[src/rtl/servo_pkg.sv]
// Shared constants and types for the four-channel servo sequencer.
package servo_pkg;
    localparam int CMD_W     = 12;
    localparam int MIN_US    = 650;
    localparam int MAX_US    = 2600;
    localparam int CENTER_US = 1500;

    typedef logic [CMD_W-1:0] cmd_t;

    typedef enum logic [1:0] {
        ST_IDLE      = 2'd0,
        ST_UPDATE    = 2'd1,
        ST_HOME_WAIT = 2'd2
    } state_e;
endpackage

[src/rtl/servo_frame_timer.sv]
// Free-running frame counter; tick marks the last cycle of each frame.
module servo_frame_timer #(
    parameter int FRAME_CYCLES = 500000
) (
    input  logic CLK,
    input  logic RST_N,
    output logic tick
);
    localparam int CNT_W =
        (FRAME_CYCLES > 1) ? $clog2(FRAME_CYCLES) : 1;
    localparam logic [CNT_W-1:0] LP_LAST = CNT_W'(FRAME_CYCLES - 1);

    logic [CNT_W-1:0] r_cnt;

    always_ff @(posedge CLK or negedge RST_N) begin
        if (!RST_N) begin
            r_cnt <= '0;
        end else if (r_cnt == LP_LAST) begin
            r_cnt <= '0;
        end else begin
            r_cnt <= r_cnt + CNT_W'(1);
        end
    end

    assign tick = (r_cnt == LP_LAST);
endmodule

[src/rtl/servo_motion_sequencer.sv]
// Slews four servo pulse-width commands toward clamped targets once per
// frame, with a sequential 3..0 homing mode.
module servo_motion_sequencer #(
    parameter int FRAME_CYCLES = 500000,
    parameter int STEP_US      = 20,
    parameter int MIN_US       = servo_pkg::MIN_US,
    parameter int MAX_US       = servo_pkg::MAX_US,
    parameter int CENTER_US    = servo_pkg::CENTER_US
) (
    input  logic                        CLK,
    input  logic                        RST_N,
    input  logic                        target_valid,
    input  logic [1:0]                  target_sel,
    input  logic [servo_pkg::CMD_W-1:0] target_us,
    output logic                        target_ready,
    input  logic                        home_req,
    output logic                        home_busy,
    output logic                        frame_tick,
    output logic [servo_pkg::CMD_W-1:0] servo0_cmd,
    output logic [servo_pkg::CMD_W-1:0] servo1_cmd,
    output logic [servo_pkg::CMD_W-1:0] servo2_cmd,
    output logic [servo_pkg::CMD_W-1:0] servo3_cmd
);
    import servo_pkg::*;

    localparam cmd_t LP_MIN  = cmd_t'(MIN_US);
    localparam cmd_t LP_MAX  = cmd_t'(MAX_US);
    localparam cmd_t LP_CTR  = cmd_t'(CENTER_US);
    localparam cmd_t LP_STEP = cmd_t'(STEP_US);

    state_e r_state, w_state_nxt;
    logic [1:0] r_idx, w_idx_nxt;
    logic [1:0] r_h, w_h_nxt;
    logic r_busy, w_busy_nxt;
    cmd_t r_cmd [4];
    cmd_t r_tgt [4];

    logic w_tick, w_wr, w_step_en, w_force;
    logic w_at_ctr, w_home_go;
    cmd_t w_clamped, w_step_val, w_cur_cmd, w_cur_tgt;
    logic signed [CMD_W:0] w_diff;
    logic [CMD_W:0] w_mag;

    servo_frame_timer #(
        .FRAME_CYCLES(FRAME_CYCLES)
    ) u_timer (
        .CLK  (CLK),
        .RST_N(RST_N),
        .tick (w_tick)
    );

    assign frame_tick   = w_tick;
    assign home_busy    = r_busy;
    assign target_ready = (r_state != ST_HOME_WAIT);
    assign w_wr         = target_valid && target_ready;
    assign w_home_go    = home_req && !r_busy;
    assign w_at_ctr     = (r_cmd[r_h] == LP_CTR);
    assign w_cur_cmd    = r_cmd[r_idx];
    assign w_cur_tgt    = r_tgt[r_idx];

    always_comb begin
        w_clamped = target_us;
        if (target_us < LP_MIN) begin
            w_clamped = LP_MIN;
        end else if (target_us > LP_MAX) begin
            w_clamped = LP_MAX;
        end
    end

    // Targets and cmds stay inside the clamp range, so +/- STEP never wraps.
    always_comb begin
        w_diff = $signed({1'b0, w_cur_tgt}) - $signed({1'b0, w_cur_cmd});
        w_mag  = w_diff[CMD_W] ? -w_diff : w_diff;
        w_step_val = w_cur_tgt;
        if (w_mag > {1'b0, LP_STEP}) begin
            w_step_val = w_diff[CMD_W] ? w_cur_cmd - LP_STEP
                                       : w_cur_cmd + LP_STEP;
        end
    end

    always_comb begin
        w_state_nxt = r_state;
        w_idx_nxt   = r_idx;
        w_h_nxt     = r_h;
        w_busy_nxt  = r_busy;
        w_step_en   = 1'b0;
        w_force     = 1'b0;
        if (w_home_go) begin
            w_busy_nxt = 1'b1;
            w_h_nxt    = 2'd3;
        end
        unique case (r_state)
            ST_IDLE: begin
                if (w_tick) begin
                    w_state_nxt = ST_UPDATE;
                    w_idx_nxt   = 2'd0;
                end else if (w_home_go) begin
                    w_state_nxt = ST_HOME_WAIT;
                end
            end
            ST_UPDATE: begin
                w_step_en = 1'b1;
                w_idx_nxt = r_idx + 2'd1;
                if (r_idx == 2'd3) begin
                    w_state_nxt = (r_busy || w_home_go) ? ST_HOME_WAIT
                                                        : ST_IDLE;
                end
            end
            ST_HOME_WAIT: begin
                w_force = 1'b1;
                // A tick always starts a pass; h only advances off-tick.
                if (w_at_ctr && r_h == 2'd0) begin
                    w_busy_nxt  = 1'b0;
                    w_state_nxt = w_tick ? ST_UPDATE : ST_IDLE;
                    w_idx_nxt   = 2'd0;
                end else if (w_tick) begin
                    w_state_nxt = ST_UPDATE;
                    w_idx_nxt   = 2'd0;
                end else if (w_at_ctr) begin
                    w_h_nxt = r_h - 2'd1;
                end
            end
            default: begin
                w_state_nxt = ST_IDLE;
            end
        endcase
    end

    always_ff @(posedge CLK or negedge RST_N) begin
        if (!RST_N) begin
            r_state <= ST_IDLE;
            r_idx   <= 2'd0;
            r_h     <= 2'd0;
            r_busy  <= 1'b0;
        end else begin
            r_state <= w_state_nxt;
            r_idx   <= w_idx_nxt;
            r_h     <= w_h_nxt;
            r_busy  <= w_busy_nxt;
        end
    end

    always_ff @(posedge CLK or negedge RST_N) begin
        if (!RST_N) begin
            for (int i = 0; i < 4; i++) begin
                r_cmd[i] <= LP_CTR;
                r_tgt[i] <= LP_CTR;
            end
        end else begin
            if (w_step_en) begin
                r_cmd[r_idx] <= w_step_val;
            end
            if (w_force) begin
                r_tgt[r_h] <= LP_CTR;
            end else if (w_wr) begin
                r_tgt[target_sel] <= w_clamped;
            end
        end
    end

    assign servo0_cmd = r_cmd[0];
    assign servo1_cmd = r_cmd[1];
    assign servo2_cmd = r_cmd[2];
    assign servo3_cmd = r_cmd[3];
endmodule

[config.mk]
export PLATFORM = sky130hd
export DESIGN_NAME = servo_motion_sequencer
export DESIGN_NICKNAME = d
export VERILOG_FILES = /design/src/rtl/servo_pkg.sv /design/src/rtl/servo_frame_timer.sv /design/src/rtl/servo_motion_sequencer.sv
export SDC_FILE = /design/constraint.sdc
export NUM_CORES = 1
export LEC_CHECK = 0
export BUFFER_PORTS_ARGS = -buffer_cell sky130_fd_sc_hd__buf_2
export CAP_MARGIN = 20
export CORE_MARGIN = 2
export CORE_UTILIZATION = 29
export CTS_BUF_LIST = sky130_fd_sc_hd__clkbuf_8
export DETAILED_ROUTE_END_ITERATION = 8
export SLEW_MARGIN = 20
export SYNTH_ARGS = -nofsm -noshare
export SYNTH_HDL_FRONTEND = slang
export SYNTH_SLANG_ARGS = --single-unit
[constraint.sdc]
create_clock -name CLK -period 6.55 [get_ports CLK]
set_clock_uncertainty 0.05 [all_clocks]
set_input_delay 0.3275 -clock CLK [delete_from_list [all_inputs] [get_ports CLK]]
set_output_delay 0.3275 -clock CLK [all_outputs]
set_load 0.02 [all_outputs]
Yosys cells after proc, flatten, opt, wreduce, memory -nomap -nowiden
Index checks and enable logic that the tools add are counted.
W data, S select, Z words.
Storage, ports and cells
  bits in registers: 122
  input bits: 18
  word-level logic and storage cells: 103
Cells by class
  add/sub/neg operators: 7
  $lt $le $gt $ge: 9
  eq/ne operators: 9
  multiplexer cells: 46
  bitwise logic cells: 6
  reduce and logical (&&, ||, !) cells: 13
Operators with widths (count)
  $mux W12: 13
  $bwmux W48: 2
  $mux W48: 2
  $bmux W12 S2: 3
  $demux W12 S2: 3
  $or A28 B28 Y28: 1
  $mux W2: 13
  $and A20 B20 Y20: 1
  $not A20 Y20: 1
  $add A19 B1 Y19 const B: 1
  $eq A19 B19 Y1 const B: 1
  $mux W19: 1
  $gt A13 B5 Y1 const B: 1
  $mux W13: 1
  $neg A13 Y13: 1
  $sub A12 B12 Y13: 1
  $add A12 B5 Y12 const B: 1
  $eq A12 B11 Y1 const B: 1
  $gt A12 B12 Y1 const B: 1
  $lt A12 B10 Y1 const B: 1
  $pmux W2 S3: 2
  $sub A12 B5 Y12 const B: 1
  $ge A3 B3 Y1 const B: 3
  $lt A3 B1 Y1 const B: 3
  15 further kinds: 31

Logic depth before layout (Yosys ltp)
  depth after elaboration: 10
  mapped depth: 23
  gate-level depth less buffers: 20

Cells and area by module
A second synthesis with hierarchy kept.
Unflattened totals
  cell total of the unflattened synthesis: 865
  area total of the unflattened synthesis: 8032.7 um^2
Modules (own cells, without submodules)
  servo_motion_sequencer: times used 1, cells each 780, area an instance 7115.6 um^2
  servo_frame_timer: times used 1, cells each 85, area an instance 917.1 um^2

Least setup slack after synthesis
No wires, ideal clock.
  path kind: reg-to-reg
  start point: register r_idx[0]
  end point: register r_cmd (netlist bit servo2_cmd[11])
  arrival: 5577 ps
  required time: 6417 ps
  path slack: 841 ps
  stages on the path, launching flop included: 22
  path buffers: 4
  clock period less this slack: 5709 ps
  cells stage by stage: dfrtp_1 clkbuf_1 clkbuf_1 buf_1 mux4_2 inv_1 ha_1 buf_2 a2111oi_0 o21ai_1 a221oi_2 a21oi_1 inv_1 ha_1 a2111oi_0 o31ai_1 o21ai_0 nand2b_1 a21oi_1 xnor2_1 o31ai_2 a31oi_1
Between the ends
  longest elaborated chain between the ends: 10
  elaborated cells on any way between the ends: 21
  classes of those cells: add/sub: 4; order compare: 3; mux: 12; bitwise: 1; reduce/logical: 1
Ends and longest elaborated chain
  start: declaration: line servo_motion_sequencer.sv:32  | logic [1:0] r_idx, w_idx_nxt;
  start signal: assignment: line servo_motion_sequencer.sv:137  | r_idx <= w_idx_nxt;
  $not A2 Y3 (implied by the code) *: line servo_motion_sequencer.sv:58, servo_motion_sequencer.sv:59, servo_motion_sequencer.sv:151
  $bmux W12 S2 (on tied branches): line servo_motion_sequencer.sv:59, servo_motion_sequencer.sv:58
  $mux W12 (on tied branches) (2 in a row): line servo_motion_sequencer.sv:59, servo_motion_sequencer.sv:58
  $sub A12 B12 Y13: line servo_motion_sequencer.sv:72  | w_diff = $signed({1'b0, w_cur_tgt}) - $signed({1'b0, w_cur_cmd});
  $neg A13 Y13: line servo_motion_sequencer.sv:73  | w_mag = w_diff[CMD_W] ? -w_diff : w_diff;
  $mux W13: line servo_motion_sequencer.sv:73
  $gt A13 B5 Y1: line servo_motion_sequencer.sv:75  | if (w_mag > {1'b0, LP_STEP}) begin
  $mux W12: line servo_motion_sequencer.sv:75
  $bwmux W48 *: line servo_motion_sequencer.sv:151  | r_cmd[r_idx] <= w_step_val;
  end signal: indexed assignment: line servo_motion_sequencer.sv:151
  end: declaration: line servo_motion_sequencer.sv:35  | cmd_t r_cmd [4];
Mark *: on every way between the ends. The rest lies on a longest branch, timed or not. The select of a mux whose other input is x is not followed.
A chain may end at the register's enable or synchronous reset.

Worst setup path in the final report
  start point: register r_idx[0]
  end point: register r_cmd (netlist bit servo3_cmd[11])
The elaborated chain is that of the path after synthesis.

==> flow_metrics.env <==
export IMPL_drive_above_1_share=0.241
export IMPL_gr_total_overflow=0
export IMPL_rows=60
export IMPL_num_antenna_cells=0
export IMPL_r2r_start="r_idx[0]$_DFFE_PN0P_"
export IMPL_grt_pass1_vias=6633
export IMPL_drcViolationCount=0
export IMPL_synthCells=862
export IMPL_power_share_switching=0.480
export IMPL_post_route_period_util=0.913
export IMPL_avgRoutedWirePerCell_um=18.8
export IMPL_power_density_nw_per_um2=432
export IMPL_die_w_um=170
export IMPL_fmax_mhz=167
export IMPL_synth_common_cells="nand2_1 (101), nor2_1 (92), o21ai_0 (75)"
export IMPL_p_switching_uw=1880
export IMPL_ys_ff_latch=122
export IMPL_worst_setup_path_end_kind="register"
export IMPL_synth_distinct_cells=73
export IMPL_cts_made_buffers=17
export IMPL_post_synth_instance_area_um2=7980
export IMPL_hold_class="input port to register"
export IMPL_avgViaCountPerCell=5.54
export IMPL_finish_utilization=0.337
export IMPL_place_hpwl_um=17600
export IMPL_grt_usage=0.169
export IMPL_slew_headroom=0.251
export IMPL_vias=7058
export IMPL_setup_tns_final_ps=0
export IMPL_seq_area_frac_synth=0.392
export IMPL_area_delta_synth_final_pct=13.8
export IMPL_hold_path_startpoint="home_req"
export IMPL_power_frac_comb=0.535
export IMPL_ir_drop_mv=0.356
export IMPL_synth_warnings=0
export IMPL_hold_ws_ps=94.2
export IMPL_internal_power_uw=2040
export IMPL_port_buffers=68
export IMPL_crit_path_start_kind="register"
export IMPL_cts_root_buf="clkbuf_8"
export IMPL_rsz0062_at_grt="no"
export IMPL_p_clk_frac=0.181
export IMPL_gp_routability_congestion=0.924
export IMPL_routed_wirelength_um=24000
export IMPL_cts_tree="yes"
export IMPL_synth_area_leaders="dfrtp_1 (21%), dfstp_2 (18%), ha_1 (5.5%)"
export IMPL_insertion_delay_ps=460
export IMPL_synth_edf_count=0
export IMPL_grt_first_pass_wirelength_um=37800
export IMPL_dieArea_um2=28800
export IMPL_synth_top_area_frac=0.207
export IMPL_post_synth_top_area_cell="dfrtp_1"
export IMPL_ys_flop_type="dfrtp_1"
export IMPL_cts_setup_buffers=0
export IMPL_syn_nets=917
export IMPL_htree_levels=4
export IMPL_antenna_found_initial=0
export IMPL_nNetsFinal=976
export IMPL_clkTransAtPathRegs_ps=80
export IMPL_ys_async_sr_fraction=1.00
export IMPL_p_leak_uw=0.00362
export IMPL_start_util=0.296
export IMPL_final_antenna_net_count=0
export IMPL_drtIter0Drc=603
export IMPL_status="completed"
export IMPL_io_pins=69
export IMPL_grt_max_degree=72
export IMPL_seqPwrFrac=0.283
export IMPL_core_um2=27000
export IMPL_fin_crit_ps=5980
export IMPL_clkSinkCount=122
export IMPL_cts_path_max_buffers=2
export IMPL_setup_violations=0
export IMPL_worst_pin_slew_ps=1120
export IMPL_first_pass_iters=7
export IMPL_yosysMostFrequentCell="nand2_1"
export IMPL_slew_viol_final=0
export IMPL_finalHoldViolations=0
export IMPL_worst_ep_arrival_time_ps=6300
export IMPL_worstSetupPathType="register to register"
export IMPL_worst_ep_required_time_ps=6870
export IMPL_max_cap_violations=0
export IMPL_avgSynthCellArea_um2=9.25
export IMPL_die_h_um=170
export IMPL_cp_startpoint="r_idx[0]$_DFFE_PN0P_"
export IMPL_cp_max_fo=20
==> placed cells by master (no fill, tap or decap), types with 7 or more instances in the layout <==
master    count
dfrtp_1      65
nor4_1       10
xor2_1       15
dfstp_2      56
o211ai_1     10
buf_4        14
mux2_2        9
inv_1        41
a221o_1      21
nand3_1      25
mux2i_1       7
o21ai_0      75
o31ai_1       9
ha_1         35
nor3_1       18
nor2_1       92
nor2b_1      10
mux4_2       18
nand4_1      19
nand2b_1     10
a21oi_1      39
nor4_2       14
a31oi_1      14
buf_2        67
clkbuf_8     17
xnor2_1      15
nand2_1     101
==> power by group through the flow <==
stage | logic [uW] | clock network [uW] | registers, uW
after floorplan | 1550 | 0 | 1100
after global placement | 2020 | 0 | 1120
after detailed placement | 2040 | 0 | 1120
after CTS | 2050 | 724 | 1110
after global routing | 2280 | 755 | 1130
final | 2100 | 712 | 1110
==> what timing repair did <==
| action | in CTS | in global routing |
|---|---|---|
| gates resized for setup | 0 | 1 |
| endpoints found under the hold margin | 12 | 0 |
| hold buffers | 1 | 0 |
| setup endpoints to repair | 0 | 4 |
==> registers in the layout, summed over array words and instances, names as in the netlist <==
signal         flops
servo3_cmd        12
servo1_cmd        12
home_busy          1
servo0_cmd        12
r_state            2
servo2_cmd        12
r_tgt             48
r_idx              2
u_timer.r_cnt     19
r_h                2
==> kinds of logic (layout without fill, tap and decap cells) <==
kind of cell               count (synthesis)  in the layout  synth area share
AOI/OAI and AO/OA                        219            219             0.182
and+or+nand+nor                          338            338             0.216
muxes                                     34             34            0.0723
adders and majority gates                 37             37            0.0599
xor gates and xnor gates                  30             30            0.0329
DFF                                      122            122             0.392
buffers and inverters                     82            154            0.0449
==> stage by stage <==
step           setup slack (ps)  cells  cell area (um^2)  total power, uW
6_report                    571   1275              9080             3920
5_1_grt                    52.5   1275              9080             4170
4_1_cts                     515   1275              9080             3890
3_5_place_dp                546   1242              8660             3160
3_3_place_gp                674   1242              8660             3140
2_1_floorplan               841    862              7980             2650
==> final timing paths <==
path / endpoint / depth (start not counted) / slack (ps)
worst max-delay path: servo3_cmd[11]$_DFFE_PN0P_ / 18 / 570
worst min-delay path: home_busy$_DFF_PN0_ / 2 / 90
max in group asynchronous: r_idx[0]$_DFFE_PN0P_ / 3 / 4660
min in group asynchronous: servo2_cmd[11]$_DFFE_PN0P_ / 2 / 400
worst max register to register: servo3_cmd[11]$_DFFE_PN0P_ / 18 / 570
worst min register to register: u_timer.r_cnt[0]$_DFF_PN0_ / 1 / 420
==> layout make-up <==
type | instances | area, um^2
fillers | 2755 | 17900
multi-input cells | 658 | 4520
well taps | 341 | 427
repair buffers | 82 | 450
flip-flops and latches | 122 | 3120
inverters | 40 | 150
clock inverters | 15 | 174
clock buffers | 17 | 234
==> layer usage <==
| metal | vias to the layer above | share of wire | track usage |
|---|---|---|---|
| met4 | 0 | 0.024 | 0.0647 |
| met3 | 31 | 0.065 | 0.0258 |
| li1 | 3283 | - | - |
| met2 | 284 | 0.48 | 0.276 |
| met5 | - | 0 | 0 |
| met1 | 3460 | 0.43 | 0.225 |
==> worst max-delay path, stage by stage (launching register included) <==
cell and delay [ps]:
dfrtp_2 730, buf_4 270, mux4_2 610, inv_1 150, ha_1 300, a211oi_1 460, o21ai_1 190, a221oi_2 360
a21oi_2 200, inv_1 350, ha_1 330, a2111oi_0 620, o31ai_1 220, o21ai_0 270, nand2b_1 90, a21oi_1 180
xnor2_1 170, o31ai_2 140, a31oi_1 210
Power figures use the tool's default switching activity.
